--- src/rtl/pio_bank_if.sv ---
// Avalon-MM slave bus bundle for pio_bank: word address, read/write strobes, 32-bit data.
interface pio_bank_if #(
  parameter int AW = 4
) ();
  logic [AW-1:0] avs_address;
  logic          avs_read;
  logic          avs_write;
  logic [31:0]   avs_writedata;
  logic [31:0]   avs_readdata;

  modport master (
    output avs_address, avs_read, avs_write, avs_writedata,
    input  avs_readdata
  );

  modport slave (
    input  avs_address, avs_read, avs_write, avs_writedata,
    output avs_readdata
  );
endinterface

--- src/rtl/pio_bank.sv ---
// Multi-channel PIO bank: synchronised inputs with edge capture, output registers,
// per-channel interrupt masks and a single registered level interrupt.
module pio_bank #(
  parameter int            NCH       = 4,
  parameter int            W         = 16,
  parameter int            EDGE_MODE = 0,
  parameter logic [W-1:0]  OUT_RESET = '0
) (
  input  logic             clk_clk,
  input  logic             reset_reset,
  pio_bank_if.slave        avs,
  input  logic [NCH*W-1:0] in_export,
  output logic [NCH*W-1:0] out_export,
  output logic             irq
);
  localparam int AW = $clog2(NCH) + 2;
  localparam int CW = (AW > 2) ? AW - 2 : 1;

  logic [CW-1:0]    chan;
  logic [1:0]       reg_sel;
  logic             chan_ok;
  logic             wr_en;
  logic             rd_en;
  logic [NCH*W-1:0] in_all;
  logic [NCH*W-1:0] out_all;
  logic [NCH*W-1:0] mask_all;
  logic [NCH*W-1:0] edge_all;

  logic [1:0]       arm_cnt_q, arm_cnt_d;
  logic             armed;
  logic [31:0]      rdata_q, rdata_d;
  logic             irq_q, irq_d;
  logic [W-1:0]     rsel;

  // A single-channel bank has no channel field in the address.
  generate
    if (AW > 2) begin : g_chan
      assign chan = avs.avs_address[AW-1:2];
    end else begin : g_chan1
      assign chan = '0;
    end
    if (W < 32) begin : g_wd_unused
      logic unused_wd;
      assign unused_wd = ^avs.avs_writedata[31:W];
    end
  endgenerate

  assign reg_sel = avs.avs_address[1:0];
  assign chan_ok = ({1'b0, chan} < (CW + 1)'(NCH));
  assign wr_en   = avs.avs_write & chan_ok;
  assign rd_en   = avs.avs_read & ~avs.avs_write;
  assign armed   = (arm_cnt_q == 2'd3);

  genvar gi;
  generate
    for (gi = 0; gi < NCH; gi++) begin : g_ch
      logic [W-1:0] s1_q, s1_d;
      logic [W-1:0] s2_q, s2_d;
      logic [W-1:0] prev_q, prev_d;
      logic [W-1:0] out_q, out_d;
      logic [W-1:0] mask_q, mask_d;
      logic [W-1:0] edge_q, edge_d;
      logic [W-1:0] det;
      logic [W-1:0] set;
      logic         hit;

      assign hit = wr_en && (chan == CW'(gi));

      always_comb begin
        case (EDGE_MODE)
          0:       det = s2_q & ~prev_q;
          1:       det = ~s2_q & prev_q;
          default: det = s2_q ^ prev_q;
        endcase
        set    = det & {W{armed}};
        s1_d   = in_export[gi*W +: W];
        s2_d   = s1_q;
        prev_d = s2_q;
        out_d  = out_q;
        mask_d = mask_q;
        edge_d = edge_q | set;
        if (hit) begin
          case (reg_sel)
            2'd1:    out_d  = avs.avs_writedata[W-1:0];
            2'd2:    mask_d = avs.avs_writedata[W-1:0];
            // Clear first, then OR in new captures so a same-cycle edge survives.
            2'd3:    edge_d = (edge_q & ~avs.avs_writedata[W-1:0]) | set;
            default: ;
          endcase
        end
      end

      always_ff @(posedge clk_clk) begin
        if (reset_reset) begin
          s1_q   <= '0;
          s2_q   <= '0;
          prev_q <= '0;
          out_q  <= OUT_RESET;
          mask_q <= '0;
          edge_q <= '0;
        end else begin
          s1_q   <= s1_d;
          s2_q   <= s2_d;
          prev_q <= prev_d;
          out_q  <= out_d;
          mask_q <= mask_d;
          edge_q <= edge_d;
        end
      end

      assign in_all[gi*W +: W]   = s2_q;
      assign out_all[gi*W +: W]  = out_q;
      assign mask_all[gi*W +: W] = mask_q;
      assign edge_all[gi*W +: W] = edge_q;
    end
  endgenerate

  always_comb begin
    arm_cnt_d = armed ? arm_cnt_q : arm_cnt_q + 2'd1;
    irq_d     = |(edge_all & mask_all);
    rdata_d   = rdata_q;
    rsel      = '0;
    if (rd_en) begin
      for (int c = 0; c < NCH; c++) begin
        if (chan_ok && (chan == CW'(c))) begin
          case (reg_sel)
            2'd0:    rsel = in_all[c*W +: W];
            2'd1:    rsel = out_all[c*W +: W];
            2'd2:    rsel = mask_all[c*W +: W];
            default: rsel = edge_all[c*W +: W];
          endcase
        end
      end
      rdata_d = 32'(rsel);
    end
  end

  always_ff @(posedge clk_clk) begin
    if (reset_reset) begin
      arm_cnt_q <= 2'd0;
      rdata_q   <= '0;
      irq_q     <= 1'b0;
    end else begin
      arm_cnt_q <= arm_cnt_d;
      rdata_q   <= rdata_d;
      irq_q     <= irq_d;
    end
  end

  assign avs.avs_readdata = rdata_q;
  assign out_export       = out_all;
  assign irq              = irq_q;
endmodule

--- src/flat_wrapper.sv ---
// flat-port wrapper written by rule: the top's interface ports become plain ports
module pio_bank_flat 
#(
  parameter int            NCH       = 4,
  parameter int            W         = 16,
  parameter int            EDGE_MODE = 0,
  parameter logic [W-1:0]  OUT_RESET = '0
)
  (clk_clk, reset_reset, in_export, out_export, irq, avs_avs_address, avs_avs_read, avs_avs_write, avs_avs_writedata, avs_avs_readdata);
  pio_bank_if #(.AW(4)) avs_i ();
  input  logic clk_clk;
  input  logic reset_reset;
  input  logic [NCH*W-1:0] in_export;
  output logic [NCH*W-1:0] out_export;
  output logic irq;
  input wire logic [$bits(avs_i.avs_address)-1:0] avs_avs_address;
  input wire logic [$bits(avs_i.avs_read)-1:0] avs_avs_read;
  input wire logic [$bits(avs_i.avs_write)-1:0] avs_avs_write;
  input wire logic [$bits(avs_i.avs_writedata)-1:0] avs_avs_writedata;
  output wire logic [$bits(avs_i.avs_readdata)-1:0] avs_avs_readdata;
  assign avs_i.avs_address = avs_avs_address;
  assign avs_i.avs_read = avs_avs_read;
  assign avs_i.avs_write = avs_avs_write;
  assign avs_i.avs_writedata = avs_avs_writedata;
  assign avs_avs_readdata = avs_i.avs_readdata;
  pio_bank #(.NCH(NCH), .W(W), .EDGE_MODE(EDGE_MODE), .OUT_RESET(OUT_RESET)) u_core (.clk_clk(clk_clk), .reset_reset(reset_reset), .avs(avs_i), .in_export(in_export), .out_export(out_export), .irq(irq));
endmodule
--- config.mk ---
export PLATFORM = sky130hd
export DESIGN_NAME = pio_bank_flat
export DESIGN_NICKNAME = d
export VERILOG_FILES = /design/src/rtl/pio_bank_if.sv /design/src/rtl/pio_bank.sv /design/src/flat_wrapper.sv
export SDC_FILE = /design/constraint.sdc
export NUM_CORES = 1
export LEC_CHECK = 0
export BUFFER_PORTS_ARGS = -buffer_cell sky130_fd_sc_hd__buf_2
export CORE_MARGIN = 1.5
export CORE_UTILIZATION = 55
export DETAILED_ROUTE_END_ITERATION = 12
export GPL_TIMING_DRIVEN = 0
export PLACE_DENSITY = 0.75
export REMOVE_ABC_BUFFERS = 1
export SLEW_MARGIN = 20
export SYNTH_ARGS = -nofsm -noshare
export SYNTH_HDL_FRONTEND = slang
export SYNTH_SLANG_ARGS = --single-unit
--- constraint.sdc ---
create_clock -name clk_clk -period 2.96 [get_ports clk_clk]
set_input_delay 0.148 -clock clk_clk [delete_from_list [all_inputs] [get_ports clk_clk]]
set_output_delay 0.148 -clock clk_clk [all_outputs]
set_load 0.01 [all_outputs]
Yosys cells after proc, flatten, opt, wreduce, memory -nomap -nowiden
Cells that the tools add are included.
{"block": "totals", "ramBits": 0, "n_memories": 0, "in_bits": 104, "romBits": 0, "latch_bits": 0, "ff_bits": 403}
{"block": "classes", "addsub": 1, "bitwise": 28, "magnitude_cmp": 0, "n_reduce_logical": 15, "n_div": 0, "shift": 0, "muxes": 16, "eq_ne": 7, "mul": 0}
{"cell": "$and 16x16->16", "n": 12}
{"cell": "$mux 16", "n": 12}
{"cell": "$pmux 16 s3", "n": 4}
{"cell": "$or 16x16->16", "n": 8}
{"cell": "$not 16->16", "n": 5}
{"cell": "$and 64x64->64", "n": 1}
{"cell": "$reduce_or 64->1", "n": 1}
{"cell": "$reduce_and 2->1", "n": 8}
{"cell": "$eq 2x2->1 const B", "n": 5}
{"cell": "$eq 2x1->1 const B", "n": 2}
{"cell": "$logic_and 1x1->1", "n": 4}
{"cell": "$logic_not 2->1", "n": 2}
{"cell": "$add 2x1->2 const B", "n": 1}
{"cell": "$and 1x1->1", "n": 1}
{"cell": "$not 1->1", "n": 1}

Longest topological paths before layout
{"block": "depth", "ltp_word": 6, "ltp_mapped": 8, "ltp_nobuf": 5}

Worst setup path after synthesis
OpenSTA, ideal clock, no wires.
{"block": "synth_path", "path_kind": "input port to flip-flop", "start": "input avs_avs_address[1]", "end": "register u_core.rdata_q[0], in the netlist u_core.avs.avs_readdata[0]", "arrival_time_ns": 1.341, "path_buffers": 1, "path_slack_ns": 1.487, "cell_stages": 5, "path_cell_list": "buf_4 > mux4_2 > a22o_1 > nor4_1 > nor3_1"}
{"block": "synth_via", "elab_chain_cells": 6}
{"element": "start, declared", "line": "flat_wrapper.sv:16", "source": "input wire logic [$bits(avs_i.avs_address)-1:0] avs_avs_address;"}
{"element": "$eq 2x2->1 (tied with other cells)", "line": "pio_bank.sv:126", "source": "case (reg_sel)"}
{"element": "$pmux 16 s3", "line": "pio_bank.sv:126"}
{"element": "$mux 16 (3 in series)", "line": "pio_bank.sv:125", "source": "if (chan_ok && (chan == CW'(c))) begin"}
{"element": "$mux 16 (*)", "line": "pio_bank.sv:125"}
{"element": "end signal, assigned", "line": "pio_bank.sv:145", "source": "rdata_q <= rdata_d;"}
{"element": "end, declared", "line": "pio_bank.sv:31", "source": "logic [31:0] rdata_q, rdata_d;"}
Mark *: on every way between the ends. The rest lies on a longest branch, timed or not.
A chain may end at the register's enable or synchronous reset.

Worst setup path in the final report
{"block": "layout_path", "start": "input avs_avs_address[2]", "end": "register u_core.g_ch[3].out_q[0]"}
{"block": "layout_via", "elab_chain_cells": 3}
{"element": "$eq 2x2->1", "line": "pio_bank.sv:67", "source": "assign hit = wr_en && (chan == CW'(gi));"}
{"element": "$logic_and 1x1->1", "line": "pio_bank.sv:67"}
{"element": "$reduce_and 2->1 (no line)"}
{"element": "end signal, assigned", "line": "pio_bank.sv:105", "source": "out_q <= out_d;"}
{"element": "end, declared", "line": "pio_bank.sv:60", "source": "logic [W-1:0] out_q, out_d;"}
No other way between the ends.

==> flow_metrics.py <==
metrics = {
    "run_status": {
        "outcome": "complete, no violations",
    },
    "floorplanning": {
        "num_rows": 61,
        "die_y_um": 170,
        "die_area_sq_um": 29000,
        "initial_core_util": 0.557,
        "ios": 201,
        "dieWidth_um": 170,
        "core_area_sq_um": 27600,
    },
    "placed_design": {
        "preCtsSetupSlack_ns": -0.526,
        "port_buffers": 168,
        "place_area_sq_um": 16300,
        "dp_hpwl_um": 26900,
        "place.gp.congestion": 0.914,
    },
    "finish": {
        "fillerInstances": 2105,
        "drive_gt1_frac": 0.165,
        "layout.nets": 1875,
        "final_area_sq_um": 18700,
        "multi_input_area_sq_um": 6770,
        "area_delta_synth_final_pct": 21.7,
        "regArea_sq_um": 8070,
    },
    "synthesis": {
        "synth_ff_type": "dfxtp_1",
        "yosys_warnings": 0,
        "synth_seq_area_share": 0.524,
        "postSynthAreaPerCell_sq_um": 9.78,
        "yosys_register_bits": 403,
        "syn_inst": 1574,
        "synth_cell_types": 42,
        "async_flop_share": 0,
        "syn_area_sq_um": 15400,
        "synth_edf_count": 0,
    },
    "power_and_ir_drop": {
        "ir_drop_mv": 0.536,
        "leakage_uw": 0.00735,
        "p_per_area_nw_per_um2": 626,
    },
    "setup_path": {
        "ff2ff_path_depth": 5,
        "reg2reg_from": "u_core.g_ch[0].edge_q[6]",
        "critical_path_class": "input pin to flop",
        "required_ns": 3.43,
        "regToRegEndpoint": "u_core.irq",
        "regToRegSetupSlack_ns": 1.12,
        "endpoint_kind": "flop",
        "worst-endpoint-arrival_ns": 3.33,
        "startpoint_type": "input pin",
        "crit_path_max_fanout": 41,
    },
    "timing": {
        "period_share": 0.968,
        "rsz0062_at_grt": "no",
        "max_freq_mhz": 349,
        "worst_clock_skew_ns": 0.0101,
        "hold_violations": 0,
        "post-route-min-period_ns": 2.87,
        "setup_viol": 0,
        "worst_slack_ns": 0.0934,
        "slew_viol_final": 0,
        "tightestPinTransition_ns": 1.10,
        "relSlewSlack": 0.268,
    },
    "grt": {
        "grtUsageTotal": 0.305,
        "grt_overflow_total": 0,
        "grt_pass1_wl_um": 67800,
        "antenna_found_initial": 2,
        "grt_pass1_vias": 12100,
        "grt_max_degree": 129,
    },
    "hold_path": {
        "hold_path_end": "u_core.avs.avs_readdata[10]",
        "whs_path_depth": 3,
        "holdCritStartpoint": "avs_avs_address[3]",
        "hold_path_class": "input pin to flop",
    },
    "clocking": {
        "clk_pin_slew_ns": 0.07,
        "clk_latency_ns": 0.53,
        "numCtsBuffers": 40,
        "clock-sinks": 403,
        "cts_buffer_depth": 3,
        "ctsHtreeMaxLevel": 2,
        "cts_root_buf": "clkbuf_16",
        "cts_tree": "done",
    },
    "route": {
        "post_drt_wl_per_cell_um": 20.5,
        "detail-route-antenna-nets": 0,
        "dr.pass1.iters": 6,
        "via_per_inst": 5.83,
        "drtIter0Drc": 1490,
        "dr_total_vias": 12700,
        "finalWirelength_um": 44600,
        "route.detailed.drc": 0,
    },
    "run": {
        "cap_violations": 0,
    },
}
[area by class of cell]
cell class | count | share of cell area
antenna | 3 | 0.000401
clock buffer | 59 | 0.0632
clock inverter | 12 | 0.00868
multi-input combinational | 1048 | 0.361
sequential | 403 | 0.430
tap | 378 | 0.0252
timing repair buffer | 277 | 0.111
[state kept, by name, indices dropped and copies added (netlist names)]
| register | flops |
|---|---|
| u_core.g_ch.edge_q | 64 |
| u_core.g_ch.mask_q | 64 |
| u_core.g_ch.out_q | 64 |
| u_core.g_ch.prev_d | 64 |
| u_core.g_ch.prev_q | 64 |
| u_core.g_ch.s1_q | 64 |
| u_core.avs.avs_readdata | 16 |
| u_core.arm_cnt_q | 2 |
| u_core.irq | 1 |
[layer usage]
metal  wire [um]  vias up  track usage  share of wire
li1            -     5780            -              -
met5           0        -            0              0
met4        2220        0        0.150          0.050
met3        4370      164       0.0621          0.098
met2       20500      686        0.499           0.46
met1       17500     6076        0.384           0.39
[through the flow]
step,hold WS [ns],power [uW],utilization,instances,setup TNS [ns]
2_1_floorplan,0.217,6090,-,1451,0
3_3_place_gp,0.356,6500,0.583,1997,-1010.45
3_5_place_dp,0.360,6530,0.591,2004,-25.37
4_1_cts,0.0496,11700,0.676,2175,0
5_1_grt,0.101,12100,0.678,2178,0
6_report,0.0729,11700,0.678,2180,0
[cells by family (layout without fill, tap and decap cells)]
group,count (synthesis),in the layout,share of synthesized area
DFF,403,403,0.524
adders and majority gates,1,1,0.000813
AOI/OAI and AO/OA,323,323,0.122
buffers and inverters,138,348,0.0433
xor gates and xnor gates,1,1,0.000569
other,1,19,0.000244
muxes,139,139,0.115
and+or+nand+nor,568,568,0.194
[what timing repair did]
item                       in CTS  in global routing
gates resized for setup         0                  2
setup endpoints to repair       0                 36
buffers inserted                0                  2
hold buffers                  100                  0
hold endpoints to repair      163                  0
[critical path, stage by stage]
cell	delay, ns
buf_2	0.69
nand3_2	0.76
nor2_4	0.85
nand2_1	0.11
a21oi_1	0.16
dlygate4sd3_1	0.58
[placed cells by master, fill, tap and decap left out, types with 9 or more instances in the layout]
cell             n
a211oi_1         9
mux2i_1        101
o21ai_0         80
dlygate4sd3_1  100
nor2_1          69
dfxtp_1        403
buf_2          165
nor2b_1        194
a21oi_1        158
clkbuf_16       41
nand2_1        191
mux4_2          30
a221oi_1        12
clkbuf_8         9
nand3b_1        65
conb_1          16
clkbuf_1         9
a22o_1          10
a22oi_1         23
[worst max path at each step]
| stage | depth (start not counted) | to | start |
|---|---|---|---|
| floorplan | 3 | u_core.arm_cnt_q[1] | u_core.arm_cnt_q[0] |
| global placement | 2 | u_core.irq | reset_reset |
| detailed placement | 6 | u_core.g_ch[1].out_q[2] | avs_avs_address[2] |
| CTS | 6 | u_core.g_ch[1].out_q[2] | avs_avs_address[2] |
| global route | 6 | u_core.g_ch[3].out_q[0] | avs_avs_address[2] |
| finish | 6 | u_core.g_ch[3].out_q[0] | avs_avs_address[2] |
[synth_stat cells (all sizes together) (10+ instances only)]
cell / n / area share
nor2b: 196 / 0.080
mux2i: 101 / 0.066
dfxtp: 403 / 0.52
a221oi: 12 / 0.0068
a21oi: 158 / 0.051
nand3b: 65 / 0.032
mux4: 30 / 0.044
clkbuf: 81 / 0.020
nand2: 193 / 0.047
nor2: 76 / 0.020
o21ai: 80 / 0.026
a22oi: 23 / 0.011
buf: 57 / 0.024
a22o: 10 / 0.0057
[power breakdown]
part / total [uW] / internal [uW] / switching (uW)
Combinational: 855 / 370 / 486
Clock: 5190 / 3110 / 2070
Sequential: 5680 / 5590 / 95.3
Total: 11700 / 9070 / 2650
No activity file was read; power rests on OpenSTA's default activity.
